### src/rtl/alu_issue_queue_pkg.sv
// Shared ALU types plus the issue queue's result-slot state and widths.
package definitions;

  typedef enum logic [1:0] {ADD, SUB, MULT, BAND} opcode_t;
  typedef enum logic {UNSIGNED, SIGNED} op_type_t;
  typedef logic [23:0] operand_t;
  typedef logic [47:0] data_t;

  typedef struct packed {
    opcode_t  opc;
    op_type_t op_type;
    operand_t op_a;
    operand_t op_b;
  } instruction_t;

  typedef enum logic {SLOT_EMPTY, SLOT_FULL} res_slot_t;

  localparam int INSTR_W = $bits(instruction_t);

  function automatic logic [15:0] sat_inc16(input logic [15:0] v);
    return (v == 16'hFFFF) ? v : v + 16'd1;
  endfunction

endpackage

### src/rtl/alu_issue_queue_fifo.sv
// Power-of-two synchronous FIFO; pointers wrap naturally, count is 0..DEPTH.
module sync_fifo #(
  parameter int DEPTH = 4,
  parameter int WIDTH = 8
) (
  input  logic                     clk,
  input  logic                     rst,
  input  logic                     push,
  input  logic                     pop,
  input  logic [WIDTH-1:0]         wdata,
  output logic [WIDTH-1:0]         rdata,
  output logic [$clog2(DEPTH):0]   count,
  output logic                     full,
  output logic                     empty
);
  localparam int AW = $clog2(DEPTH);

  logic [DEPTH-1:0][WIDTH-1:0] mem_q;
  logic [AW-1:0]               wr_ptr_q, rd_ptr_q;
  logic [AW:0]                 count_q;

  // Storage is not reset: count gates every read, so stale words are never seen.
  always_ff @(posedge clk) begin
    if (push) mem_q[wr_ptr_q] <= wdata;
  end

  always_ff @(posedge clk) begin
    if (rst) begin
      wr_ptr_q <= '0;
      rd_ptr_q <= '0;
      count_q  <= '0;
    end else begin
      if (push) wr_ptr_q <= wr_ptr_q + 1'b1;
      if (pop)  rd_ptr_q <= rd_ptr_q + 1'b1;
      case ({push, pop})
        2'b10:   count_q <= count_q + 1'b1;
        2'b01:   count_q <= count_q - 1'b1;
        default: count_q <= count_q;
      endcase
    end
  end

  assign rdata = mem_q[rd_ptr_q];
  assign count = count_q;
  assign full  = (count_q == (AW+1)'(DEPTH));
  assign empty = (count_q == '0);

endmodule

### src/rtl/alu_issue_queue.sv
// Issue stage ahead of the combinational ALU: FIFO head drives instr, the ALU result
// is captured in a one-entry result slot. ALU_ISSUE_STATS_EN adds issued/stall counters.
module alu_issue_queue
  import definitions::*;
#(
  parameter int DEPTH = 4,
  parameter int CNT_W = $clog2(DEPTH) + 1
) (
  input  logic               clk,
  input  logic               rst,
  input  logic               in_valid,
  output logic               in_ready,
  input  instruction_t       in_instr,
  output instruction_t       instr,
  input  data_t              alu_out,
  output logic               res_valid,
  input  logic               res_ready,
  output data_t              res_data,
  output opcode_t            res_opc,
  output logic [CNT_W-1:0]   count
`ifdef ALU_ISSUE_STATS_EN
  ,output logic [15:0]       issued_cnt,
  output logic [15:0]        stall_cnt
`endif
);

  logic               push, pop;
  logic               fifo_full, fifo_empty;
  logic [INSTR_W-1:0] fifo_rdata;
  res_slot_t          state_q;
  data_t              res_data_q;
  opcode_t            res_opc_q;

  sync_fifo #(.DEPTH(DEPTH), .WIDTH(INSTR_W)) u_fifo (
    .clk   (clk),
    .rst   (rst),
    .push  (push),
    .pop   (pop),
    .wdata (in_instr),
    .rdata (fifo_rdata),
    .count (count),
    .full  (fifo_full),
    .empty (fifo_empty)
  );

  // No pass-through when full: in_ready ignores a same-cycle pop.
  assign in_ready  = !fifo_full;
  assign push      = in_valid && in_ready;
  assign pop       = !fifo_empty && (state_q == SLOT_EMPTY || res_ready);
  assign instr     = fifo_empty ? '0 : instruction_t'(fifo_rdata);
  assign res_valid = (state_q == SLOT_FULL);
  assign res_data  = res_data_q;
  assign res_opc   = res_opc_q;

  always_ff @(posedge clk) begin
    if (rst) begin
      state_q    <= SLOT_EMPTY;
      res_data_q <= '0;
      res_opc_q  <= ADD;
    end else begin
      case (state_q)
        SLOT_EMPTY: begin
          if (!fifo_empty) begin
            res_data_q <= alu_out;
            res_opc_q  <= instr.opc;
            state_q    <= SLOT_FULL;
          end
        end
        SLOT_FULL: begin
          if (res_ready) begin
            if (!fifo_empty) begin
              res_data_q <= alu_out;
              res_opc_q  <= instr.opc;
            end else begin
              state_q <= SLOT_EMPTY;
            end
          end
        end
        default: state_q <= SLOT_EMPTY;
      endcase
    end
  end

`ifdef ALU_ISSUE_STATS_EN
  logic [15:0] issued_q, stall_q;

  always_ff @(posedge clk) begin
    if (rst) begin
      issued_q <= '0;
      stall_q  <= '0;
    end else begin
      if (pop)                    issued_q <= sat_inc16(issued_q);
      if (res_valid && !res_ready) stall_q <= sat_inc16(stall_q);
    end
  end

  assign issued_cnt = issued_q;
  assign stall_cnt  = stall_q;
`endif

endmodule

### config.mk
export PLATFORM = sky130hd
export DESIGN_NAME = alu_issue_queue
export DESIGN_NICKNAME = d
export VERILOG_FILES = /design/src/rtl/alu_issue_queue_pkg.sv /design/src/rtl/alu_issue_queue_fifo.sv /design/src/rtl/alu_issue_queue.sv
export SDC_FILE = /design/constraint.sdc
export NUM_CORES = 1
export LEC_CHECK = 0
export ABC_AREA = 1
export CORE_UTILIZATION = 35
export CTS_CLUSTER_SIZE = 10
export DETAILED_ROUTE_END_ITERATION = 12
export PLACE_DENSITY = 0.55
export SLEW_MARGIN = 10
export SYNTH_ARGS = -nofsm -noshare
export SYNTH_HDL_FRONTEND = slang
export SYNTH_HIERARCHICAL = 1
export SYNTH_SLANG_ARGS = --single-unit
### constraint.sdc
create_clock -name clk -period 3.55 [get_ports clk]
set_clock_uncertainty 0.2 [all_clocks]
set_input_delay 0.71 -clock clk [delete_from_list [all_inputs] [get_ports clk]]
set_output_delay 0.71 -clock clk [all_outputs]
set_load 0.01 [all_outputs]
==> tab_implementation.tex <==
\begin{tabular}{lr}
\hline
Metric & Value \\
\hline
\multicolumn{2}{l}{\textbf{Timing}} \\
\quad Worst slew margin & 51.0\% \\
\quad Final Hold Viols & 0 \\
\quad Slew Viols, Final & 0 \\
\quad Crit share post-route & a little over nine tenths \\
\quad Slew of the pin with the lowest slew margin & approximately 0.74 ns \\
\quad Time the worst path needs with I/O delays and setup & between 3 and 4 ns \\
\quad Peak Freq & 0.295 GHz \\
\quad RSZ-0062 raised after global routing & false \\
\quad Total negative slack & 0 ns \\
\quad Total setup violations reported at the end of the flow & 0 \\
\multicolumn{2}{l}{\textbf{Critical path}} \\
\quad End point of the critical path & instr[4] \\
\quad Startpoint-to-endpoint class of the critical path & reg2out \\
\quad Category of the worst setup path capture point & output port \\
\quad Critical-path maximum fanout & 40 \\
\quad Setup slack of the most critical reg-to-reg path & 1.22 ns \\
\quad Critical path startpoint & u\_fifo/rd\_ptr\_q[0]\$\_SDFFE\_PP0P\_ \\
\quad Cell count of the worst reg-to-reg path & 12 \\
\quad CP Data Required Time & 2.64 ns \\
\quad Worst Path Arrival & 2.48 ns \\
\quad Reg2reg start & u\_fifo/count[1]\$\_SDFFE\_PP0P\_ \\
\quad Type of element launching the critical path & register \\
\quad Critical register-to-register path endpoint & u\_fifo/count[2]\$\_SDFFE\_PP0P\_ \\
\multicolumn{2}{l}{\textbf{Floorplan}} \\
\quad Starting density of the core & 35.5\% \\
\quad Die width & 178 microns \\
\quad Top Ports & 209 \\
\quad Number of cell rows & 64 \\
\quad Vert. Die Dim & 178 microns \\
\quad Die area & 31800 sq um \\
\quad Core area & 30600 sq um \\
\multicolumn{2}{l}{\textbf{Layout}} \\
\quad Nets & 1297 \\
\quad Utilization of the core after routing & 46.6\% \\
\quad Antenna diode count & 0 \\
\quad Leading cell type in the layout, fill and taps excluded & sky130\_fd\_sc\_hd\_\_clkdlybuf4s50\_1 \\
\quad Share of post-route cells with drive strength above 1 & 9.08\% \\
\quad Most used cells in the layout excluding fill and tap cells & sky130\_fd\_sc\_hd\_\_clkdlybuf4s50\_1, sky130\_fd\_sc\_hd\_\_nor2\_1, sky130\_fd\_sc\_hd\_\_edfxtp\_1 \\
\quad Area added between synthesis and finish & 31.1\% \\
\quad Filler Cells Inserted & $\sim$2800 \\
\multicolumn{2}{l}{\textbf{Synth}} \\
\quad Mux share of post-synthesis cell area & 0\% \\
\quad Yosys reg bits & 262 \\
\quad Share of the synthesized netlist area taken by xor and xnor gates & 0\% \\
\quad Synthesized cell area & between 10000 and 15000 sq um \\
\quad Combinational family with the most area after synthesis & simple AND/OR/NAND/NOR gates \\
\quad Share of the synthesized area in the top cell type & 56.3\% \\
\quad Simple logic cell fraction of the synthesized area & between 10 and 15\% \\
\quad Cell count after synthesis & 989 \\
\quad Sequential area share after synthesis & between 60\% and 70\% \\
\quad Post-synth net total & 1098 \\
\quad Area fraction in compound gates after synthesis & 11.6\% \\
\quad Fraction of the mapped netlist area in adder cells & 0.759\% \\
\quad Warnings from Yosys & 6 \\
\quad Dominant cells by area after synthesis & sky130\_fd\_sc\_hd\_\_edfxtp\_1, sky130\_fd\_sc\_hd\_\_dfxtp\_1, sky130\_fd\_sc\_hd\_\_nor2\_1 \\
\quad Netlist cell types & 25 \\
\quad Cell taking the most area after synthesis & sky130\_fd\_sc\_hd\_\_edfxtp\_1 \\
\quad Mean post-synth cell area & 11.0 sq um \\
\multicolumn{2}{l}{\textbf{Clock tree}} \\
\quad Clock Path Buffers & 3 \\
\quad Number of buffers created by CTS & 31 \\
\quad Clk\_lat worst skew & 0.56 ns \\
\quad TritonCTS clock tree & done \\
\quad Clock transition at the registers of the reported paths & 0.05 ns \\
\quad Cell at the root of the clock tree & sky130\_fd\_sc\_hd\_\_clkbuf\_16 \\
\quad Maximum level of the CTS H-tree & 1 \\
\quad Number of sinks on the clock net & 262 \\
\multicolumn{2}{l}{\textbf{Detailed routing}} \\
\quad Ratio of routed vias to standard cells & $\sim$4.7 \\
\quad DRC violation count after routing & 0 \\
\quad Via count & 7538 \\
\quad Final wirelength & 25.4 mm \\
\quad Starting DRT DRC Count & about 380 \\
\quad Mean routed wirelength per cell & between 15 and 20 microns \\
\quad Post-DRT Antenna Nets & 0 \\
\quad Detailed Routing Iterations Pass 1 & 4 \\
\multicolumn{2}{l}{\textbf{Job}} \\
\quad MaxCap Viol Count & 0 \\
\multicolumn{2}{l}{\textbf{Place}} \\
\quad HPWL reported at the end of detailed placement & 15.0 mm \\
\quad Number of buffers inserted by port buffering & $\sim$210 \\
\quad Final weighted congestion of routability-driven global placement & 0.718 \\
\multicolumn{2}{l}{\textbf{Power and ir drop}} \\
\quad Combinational share of power & a little over two fifths \\
\quad Proportion of total power due to net switching & approximately a third \\
\quad Clock group share of total power & 24.3\% \\
\quad Internal power component & between 7 and 8 mW \\
\quad Pwr Density & approximately 840 nW/um\^{}2 \\
\quad Switching power & 4.12 mW \\
\quad Register share of total power & approximately 34\% \\
\quad Leakage & 5.48 nW \\
\quad IR drop worst, VDD & between 0.3 and 0.4 mV \\
\quad Total power draw & between 10 and 15 mW \\
\multicolumn{2}{l}{\textbf{GRT}} \\
\quad Total track usage & 15.5\% \\
\quad Antenna violations before repair & 0 \\
\quad Pin count of the biggest net entering global routing & 72 \\
\quad First-pass GRT wire length & 38.4 mm \\
\quad Remaining Overflow, GRT & 0 \\
\quad Vias in the first global route & 7062 \\
\multicolumn{2}{l}{\textbf{Status}} \\
\quad Status & finished clean \\
\multicolumn{2}{l}{\textbf{Worst hold path}} \\
\quad Hold crit path type & reg2reg \\
\quad Number of instances on the worst hold path & 2 \\
\hline
\end{tabular}
power groups by stage:
stage	registers (mW)	logic (mW)	clock network [mW]
detailed placement	4.13	5.04	0
global placement	4.12	5.02	0
floorplan	4.24	2.80	0
finish	4.08	4.97	2.90
global route	4.13	5.51	3.10
CTS	4.08	5.07	2.98
worst min-delay path by stage:
stage,from,to,slack (ns)
final,res_data[9]$_SDFFE_PP0P_,res_data[9]$_SDFFE_PP0P_,0.28
after global placement,res_data[35]$_SDFFE_PP0P_,res_data[35]$_SDFFE_PP0P_,0.26
after global routing,res_data[16]$_SDFFE_PP0P_,res_data[16]$_SDFFE_PP0P_,0.30
after detailed placement,res_data[16]$_SDFFE_PP0P_,res_data[16]$_SDFFE_PP0P_,0.27
after CTS,res_data[16]$_SDFFE_PP0P_,res_data[16]$_SDFFE_PP0P_,0.28
after floorplan,u_fifo/wr_ptr_q[1]$_SDFFE_PP0P_,u_fifo/wr_ptr_q[1]$_SDFFE_PP0P_,0.29
final cells by class:
cell class	instances	area (sq um)	area share (%)
Sequential cell	262	7290	51.2
Multi-Input combinational cell	542	2720	19.1
Timing Repair Buffer	230	2350	16.5
Clock buffer	54	903	6.34
Tap cell	396	495	3.48
Inverter	121	459	3.22
Clock inverter	3	30.0	0.211
kinds of logic after synthesis:
group,after synthesis
buffers and inverters,185
AO/OA/AOI/OAI,217
adder cells (fa/ha/maj),6
flip-flops,262
AND/OR/NAND/NOR,319
Yosys cell counts (all sizes together):
master and count:
nor2 205, buf 48, nand4 1, nand3 51, clkbuf 16, inv 121, o22ai 51, ha 5
dfxtp 58, fa 1, a21oi 58, edfxtp 204, nor3 2, nand2 60, o21ai 108
per-layer routing:
layer / wire, microns / global-route usage [%] / vias to the layer above
li1: - / - / 3756
met1: 11600 / 20.6 / 3529
met2: 11300 / 25.1 / 223
met3: 2010 / 3.96 / 30
met4: 461 / 3.74 / 0
met5: 0 / 0 / -
critical path, stage by stage (launching register included):
cell	delay, ns
sky130_fd_sc_hd__dfxtp_4	0.36
sky130_fd_sc_hd__inv_4	0.19
sky130_fd_sc_hd__buf_12	0.24
sky130_fd_sc_hd__nor2_1	0.06
sky130_fd_sc_hd__o22ai_1	0.16
sky130_fd_sc_hd__inv_1	0.06
sky130_fd_sc_hd__nor2_1	0.21
sky130_fd_sc_hd__clkdlybuf4s50_1	0.60
through the flow:
stage          std cells  worst slack, ns  hold slack (ns)  cell area, sq um
5_1_grt             1608           0.0146            0.298             14300
3_3_place_gp        1551            0.616            0.262             13300
6_report            1608            0.164            0.277             14300
4_1_cts             1608           0.0407            0.284             14200
3_5_place_dp        1551            0.593            0.268             13300
2_1_floorplan        989            0.906            0.291             10900
flip-flops by register name (all words and copies together), names as in the netlist:
register / cells
u_fifo/mem_q: 204
res_data: 48
res_opc: 2
u_fifo/rd_ptr_q: 2
res_valid: 1
u_fifo/wr_ptr_q: 2
u_fifo/count: 3
timing repair:
item                       in CTS  in global routing
hold buffers                    0                  0
setup buffers                   0                  0
gates resized for setup         1                  5
setup endpoints to repair       2                 12
pin swaps                       0                  0
Power figures use the tool's default switching activity.
